[config.mk]
export PLATFORM = sky130hd
export DESIGN_NAME = xor3_share_arbiter
export DESIGN_NICKNAME = d
export VERILOG_FILES = /design/src/rtl/xor3_share_arbiter.sv
export SDC_FILE = /design/constraint.sdc
export NUM_CORES = 1
export LEC_CHECK = 0
export CORE_AREA = 3 3 165 167
export CTS_CLUSTER_DIAMETER = 60
export CTS_CLUSTER_SIZE = 16
export DETAILED_ROUTE_END_ITERATION = 10
export DIE_AREA = 0 0 168 170
export PLACE_DENSITY = 0.7
export SYNTH_ARGS = -nofsm -noshare
export SYNTH_HDL_FRONTEND = slang
export SYNTH_SLANG_ARGS = --single-unit
[constraint.sdc]
create_clock -name clk -period 2.3 [get_ports clk]
set_input_delay 0.46 -clock clk [delete_from_list [all_inputs] [get_ports clk]]
set_output_delay 0.46 -clock clk [all_outputs]
set_load 0.1 [all_outputs]
[src/rtl/xor3_share_arbiter.sv]
// Round-robin arbiter sharing one registered a^b^c unit among NUM_REQ requesters.
// One transaction in flight: grant (IDLE) -> compute (COMPUTE) -> hold result (RESP).
module xor3_share_arbiter #(
  parameter int NUM_REQ = 4,
  parameter int WIDTH   = 32,
  parameter int IDW     = $clog2(NUM_REQ)
) (
  input  logic                     clk,
  input  logic                     rst_n,
  input  logic [NUM_REQ-1:0]       req_valid,
  output logic [NUM_REQ-1:0]       req_ready,
  input  logic [NUM_REQ*WIDTH-1:0] req_a,
  input  logic [NUM_REQ*WIDTH-1:0] req_b,
  input  logic [NUM_REQ*WIDTH-1:0] req_c,
  output logic                     res_valid,
  input  logic                     res_ready,
  output logic [WIDTH-1:0]         res_data,
  output logic [IDW-1:0]           res_id,
  output logic                     res_parity,
  output logic                     busy
);

  typedef enum logic [1:0] {IDLE, COMPUTE, RESP} state_t;

  typedef struct packed {
    logic [WIDTH-1:0] a;
    logic [WIDTH-1:0] b;
    logic [WIDTH-1:0] c;
  } op_t;

  state_t                        state, state_nxt;
  logic [NUM_REQ-1:0][WIDTH-1:0] a_v, b_v, c_v;
  logic [IDW-1:0]                last_grant, win, cand;
  logic                          win_found, grant;
  int                            rr_idx;
  op_t                           op_q;
  logic [WIDTH-1:0]              xor_w;

  assign a_v = req_a;
  assign b_v = req_b;
  assign c_v = req_c;

  // Search upward from the requester after the last winner, wrapping around.
  always_comb begin
    win       = '0;
    win_found = 1'b0;
    rr_idx    = 0;
    cand      = '0;
    for (int k = 1; k <= NUM_REQ; k++) begin
      rr_idx = (int'(last_grant) + k) % NUM_REQ;
      cand   = IDW'(rr_idx);
      if (!win_found && req_valid[cand]) begin
        win       = cand;
        win_found = 1'b1;
      end
    end
  end

  // rst_n gates req_ready so it drops with the asynchronous reset, like every other output.
  always_comb begin
    state_nxt = state;
    req_ready = '0;
    grant     = 1'b0;
    unique case (state)
      IDLE: if (win_found && rst_n) begin
        req_ready[win] = 1'b1;
        grant          = 1'b1;
        state_nxt      = COMPUTE;
      end
      COMPUTE: state_nxt = RESP;
      RESP:    if (res_ready) state_nxt = IDLE;
      default: state_nxt = IDLE;
    endcase
  end

  assign xor_w     = op_q.a ^ op_q.b ^ op_q.c;
  assign res_valid = (state == RESP);
  assign busy      = (state != IDLE);

  always_ff @(posedge clk or negedge rst_n) begin
    if (!rst_n) begin
      state      <= IDLE;
      last_grant <= IDW'(NUM_REQ - 1);
      op_q       <= '0;
      res_id     <= '0;
      res_data   <= '0;
      res_parity <= 1'b0;
    end else begin
      state <= state_nxt;
      if (grant) begin
        op_q       <= '{a: a_v[win], b: b_v[win], c: c_v[win]};
        res_id     <= win;
        last_grant <= win;
      end
      if (state == COMPUTE) begin
        res_data   <= xor_w;
        res_parity <= ^xor_w;
      end
    end
  end

endmodule

* After elaboration in Yosys (flattened, before gate mapping)
Index checks and enable logic that the tools add are counted.
** Cells by class
- Order comparisons :: 6
- Bitwise operators :: 2
- Equal/unequal tests :: 4
- Add/sub/neg operators :: 4
- Reductions and logical operators :: 12
- Mux-type cells :: 31
** Operators with widths (number)
- $bmux W32 S2 :: 3
- $mux W32 :: 3
- $xor A32 B32 Y32 :: 2
- $reduce_xor A32 Y1 :: 1
- $lt A2 B3 Y1 const B :: 5
- $mux W2 :: 6
- $mux W1 :: 11
- $bmux W1 S2 :: 4
- $mux W4 :: 2
- $pmux W2 S3 :: 1
- $logic_and A1 B1 Y1 :: 5
- $add A2 B1 Y2 const B :: 2
- $add A2 B2 Y2 const B :: 2
- $logic_not A1 Y1 :: 3
- $demux W1 S2 :: 1
- $eq A2 B1 Y1 const B :: 1
- $eq A2 B2 Y1 const B :: 1
- $ge A2 B1 Y1 const B :: 1
- $logic_not A2 Y1 :: 1
- $ne A2 B1 Y1 const B :: 1
- $ne A2 B2 Y1 const B :: 1
- $reduce_and A2 Y1 :: 1
- $reduce_bool A2 Y1 :: 1
** Word-level totals
- Register bits after elaboration :: 135

* Depth between registers and ports, before layout
- Depth in word-level cells :: 19
- Depth in mapped cells :: 10
- Gate-level depth less buffers :: 7

* Worst setup path after synthesis
No wires, ideal clock.
- Path type :: reg-to-output
- Start point :: reg last_grant[0]
- End point :: out req_ready[1]
- Data required time :: 1.840 ns
- Slack :: -1.610 ns
- Stages on the path, launching flop included :: 7
- Data arrival time :: 3.450 ns
- Cell sequence :: dfstp_2 -> and2b_1 -> a21oi_1 -> a21oi_2 -> buf_2 -> buf_2 -> nor3_1
** Between the ends
- Word-level cells in the longest chain between the ends :: 19
** RTL lines
- from (decl) :: line 33 : logic [IDW-1:0] last_grant, win, cand;
- from (signal assigned) :: line 83 : last_grant <= IDW'(NUM_REQ - 1);
- from (signal assigned) :: line 93 : last_grant <= win;
- $add A2 B1 Y2 :: line 50 : rr_idx = (int'(last_grant) + k) % NUM_REQ;
- $bmux W1 S2 :: line 52 : if (!win_found && req_valid[cand]) begin
- $mux W1 (implied by the code) :: line 52
- $mux W1 :: line 52
- $logic_not A1 Y1 :: line 52
- $logic_and A1 B1 Y1 :: line 52
- $mux W1 :: line 52
- $logic_not A1 Y1 :: line 52
- [3 not listed]
- $logic_and A1 B1 Y1 :: line 52
- $mux W2 :: line 52
- $lt A2 B3 Y1 (implied by the code) / $ge A2 B1 Y1 (equally long branches) :: line 66 : req_ready[win] = 1'b1;
- $logic_and A1 B1 Y1 (implied by the code) :: line 66
- $mux W1 (implied by the code) :: line 66
- $demux W1 S2 :: line 66
- $mux W4 (*) :: line 65 : IDLE: if (win_found && rst_n) begin
- $mux W4 (*) :: line 64 : unique case (state)
- to (decl) :: line 11 : output logic [NUM_REQ-1:0] req_ready,
Mark *: on every way between the ends. The rest lies on a longest branch, timed or not. The select of a mux whose other input is x is not followed.

* Worst setup path after layout
- Start point :: reg last_grant[0]
- End point :: out req_ready[0]
The elaborated chain is that of the path after synthesis.

==> results.sh <==
export IMPL_antenna_found_initial=0
export IMPL_cp_num_cells=6
export IMPL_syn_avg_cell_area_um2=9.38
export IMPL_wire_per_inst_um=21.6
export IMPL_die_area_um2=28600
export IMPL_met3_length_um=2310
export IMPL_dr_wl_met2_um=20100
export IMPL_ant_nets=0
export IMPL_clockRootBuffer="clkbuf_16"
export IMPL_power_mw=28.3
export IMPL_cp_cell_sequence="and2b_2, buf_6, a21oi_4, a21o_4, and3_4, buf_12"
export IMPL_slew_violations=0
export IMPL_r2r_end="op_q[80]"
export IMPL_post_route_period_util_pct=108
export IMPL_final_core_util_pct=66.3
export IMPL_area_growth_pct=88.4
export IMPL_grt_pass1_vias=9689
export IMPL_chipWidth_um=168
export IMPL_drt_iter0_markers=460
export IMPL_leakagePower_nw=7.62
export IMPL_portBuffers=431
export IMPL_cp_arrival_ps=2020
export IMPL_rows=59
export IMPL_ir_drop_uv=1240
export IMPL_hold_class="in2async"
export IMPL_yosysUniqueCellTypes=28
export IMPL_multi_input_area_um2=6340
export IMPL_htree_num_levels=4
export IMPL_violations="negative setup slack"
export IMPL_netlist_instances=972
export IMPL_grt_overflow_total=0
export IMPL_cap_viol_max_count=0
export IMPL_worst_clock_skew_ps=16.7
export IMPL_slew_headroom_pct=50.6
export IMPL_start_util_pct=35.2
export IMPL_gp_congestion=0.837
export IMPL_worstPathRequired_ps=1840
export IMPL_synth_nets=1363
export IMPL_pre_cts_ws_ps=-427
export IMPL_final_min_clock_period_ps=2480
export IMPL_holdWs_ps=216
export IMPL_instances_no_fill=1823
export IMPL_cts_clk_slew_worst_paths_ps=60
export IMPL_wl_um=39300
export IMPL_crit_buf_inv=2
export IMPL_yosys_warnings=0
export IMPL_setup_ws_ps=-183
export IMPL_ys_ff_latch=135
export IMPL_ios=432
export IMPL_met1_length_um=15600
export IMPL_slowest_stage="dfstp_2"
export IMPL_grt_pass1_wl_um=51800
export IMPL_cts_tree="built"
export IMPL_cts_path_max_buffers=2
export IMPL_top_layer_used="met4"
export IMPL_timing_critical_path_max_delay_family="flip-flops"
export IMPL_num_antenna_cells=0
export IMPL_coreArea_um2=25900
export IMPL_avgViaCountPerCell=5.38
export IMPL_grt_usage_pct=22.7
export IMPL_max_freq_mhz=403
export IMPL_placedCellCount=1741
export IMPL_setup_violations=55
export IMPL_power_density_nw_per_um2=1650
export IMPL_clk_insertion_delay_late_ps=420
export IMPL_drc=0
export IMPL_yosysSeqAreaShare_pct=37.1
export IMPL_die_y_um=170
export IMPL_cts_buffers=17
export IMPL_seq_area_um2=3380
export IMPL_drt_first_pass_iters=5
export IMPL_critPathKind="reg2out"
export IMPL_syn_area_um2=9110
export IMPL_max_stage_delay_ps=560
export IMPL_finalHoldViolCount=0
export IMPL_r2r_start="last_grant[0]"
export IMPL_clock_sinks=135
export IMPL_final_nets=1866
export IMPL_crit_path_end_kind="output pin"
export IMPL_hold_buffers=0
export IMPL_worst_slew_pin_slew_ps=741
export IMPL_nFillCells=1960
export IMPL_status="complete, but fails checks"
export IMPL_worstPathMaxFanout=4
export IMPL_drive_gt1_share_pct=32.3
export IMPL_r2r_slack_ps=-120
export IMPL_hpwl_um=26000
export IMPL_reg2reg_depth=12
export IMPL_num_vias=9812
export IMPL_cp_start_kind="register"
export IMPL_grt_max_degree=136
export IMPL_rsz0062_at_grt="yes"
placed cells by master, fill, tap and decap left out, types with 2 or more instances in the layout:
cell             synthesis  routed
o21ai_1                  1       2
a21oi_4                  0      47
a21oi_2                  3     101
buf_16                   0       6
dlygate4sd2_1            0       3
buf_8                    1      19
dfrtp_1                133     133
clkbuf_16                0      37
clkinv_4                 0       2
inv_6                    0       4
dfstp_2                  2       2
a21o_1                  97      96
xnor3_1                 32      32
inv_1                    7       6
buf_4                    7      92
clkdlybuf4s50_1          0     386
nor2_1                   5       5
xnor2_1                 27      27
a21oi_1                196      51
bufinv_16                0       4
xor2_1                   4       4
a221oi_2                81      94
nor3_4                   0       2
clkinvlp_4               0       3
buf_6                    8      21
nand2_1                228     227
buf_12                   0      30
o21ai_0                 36      35
a221oi_4                 0       3
inv_8                    0       2
and3_4                   0       2
through the flow:
step           TNS (ps)  area (um^2)
2_1_floorplan      -439         9170
3_3_place_gp     -24160        14300
3_5_place_dp     -26660        14300
4_1_cts            -811        15200
5_1_grt           -8590        17200
6_report          -2850        17200
Yosys cell counts:
cell / count / area, um^2
a21oi_2: 3 / 26.3
a21o_1: 97 / 728
o21ai_1: 1 / 5.00
xnor2_1: 27 / 236
and3_1: 2 / 12.5
nand2b_1: 3 / 18.8
a221oi_2: 81 / 1220
dfstp_2: 2 / 52.6
nor2b_1: 1 / 6.26
xor2_1: 4 / 35.0
buf_6: 8 / 90.1
nand2_1: 228 / 856
nor3_1: 2 / 10.0
buf_2: 38 / 190
inv_1: 7 / 26.3
a21oi_1: 196 / 981
nor2_1: 5 / 18.8
o32ai_1: 1 / 8.76
xnor3_1: 32 / 721
dfrtp_1: 133 / 3330
a221oi_1: 16 / 140
and2b_1: 1 / 7.51
nand3_1: 1 / 5.00
buf_8: 1 / 15.0
clkbuf_1: 38 / 143
buf_4: 7 / 52.6
buf_1: 1 / 3.75
o21ai_0: 36 / 180
per-layer routing:
metal	GRT usage [%]	up-vias
li1	-	4533
met1	28.1	4775
met2	39.5	425
met3	5.06	79
met4	7.47	0
met5	0	-
worst register-to-register path, stage by stage (launching register included):
cell and delay, ps:
dfstp_2 560, and2b_2 260, buf_6 120, a21oi_4 140, a21o_4 160, buf_12 100, buf_12 130, buf_12 130
clkbuf_16 170, buf_6 110, a21oi_2 40, a221oi_2 310, a21o_1 120
cells by family (layout without fill, tap and decap cells):
group           count (synthesis)  count (layout)  synth area share (%)
xor+xnor                       63              63                  10.9
buf+inv                       100             616                  5.71
simple gates                  243             243                  10.3
flops                         135             135                  37.1
compound gates                431             431                  36.1
report_power, final:
part / switching, mW / internal, mW / leakage, nW
combinational: 11.2 / 9.72 / 5.65
clock: 1.14 / 1.85 / 0.305
sequential: 0.813 / 3.57 / 1.66
state kept, by name, indices dropped and copies added (netlist names):
name        flops
res_data       32
state           2
last_grant      2
res_parity      1
res_id          2
op_q           96
timing repair:
| item | 4_1_cts | 5_1_grt |
|---|---|---|
| setup buffers | 13 | 13 |
| cloned | 2 | 27 |
| pin swaps | 12 | 135 |
| resized for setup | 20 | 274 |
| setup endpoints to repair | 5 | 97 |
worst max-delay path by stage:
stage                             start            to  slack, ps
after floorplan           last_grant[0]  req_ready[1]       -240
after global placement     req_valid[3]      op_q[19]       -410
after detailed placement   req_valid[3]      op_q[19]       -430
after CTS                 last_grant[0]  req_ready[2]       -200
after global routing      last_grant[0]  req_ready[2]       -250
final                     last_grant[0]  req_ready[0]       -180
layout make-up:
cell class | count | share of cell area (%)
Clock buffer | 17 | 2.48
Clock inverter | 15 | 1.27
Inverter | 7 | 0.153
Multi-Input combinational cell | 737 | 36.9
Sequential cell | 135 | 19.7
Tap cell | 335 | 2.44
Timing Repair Buffer | 577 | 37.1
Power figures use the tool's default switching activity.
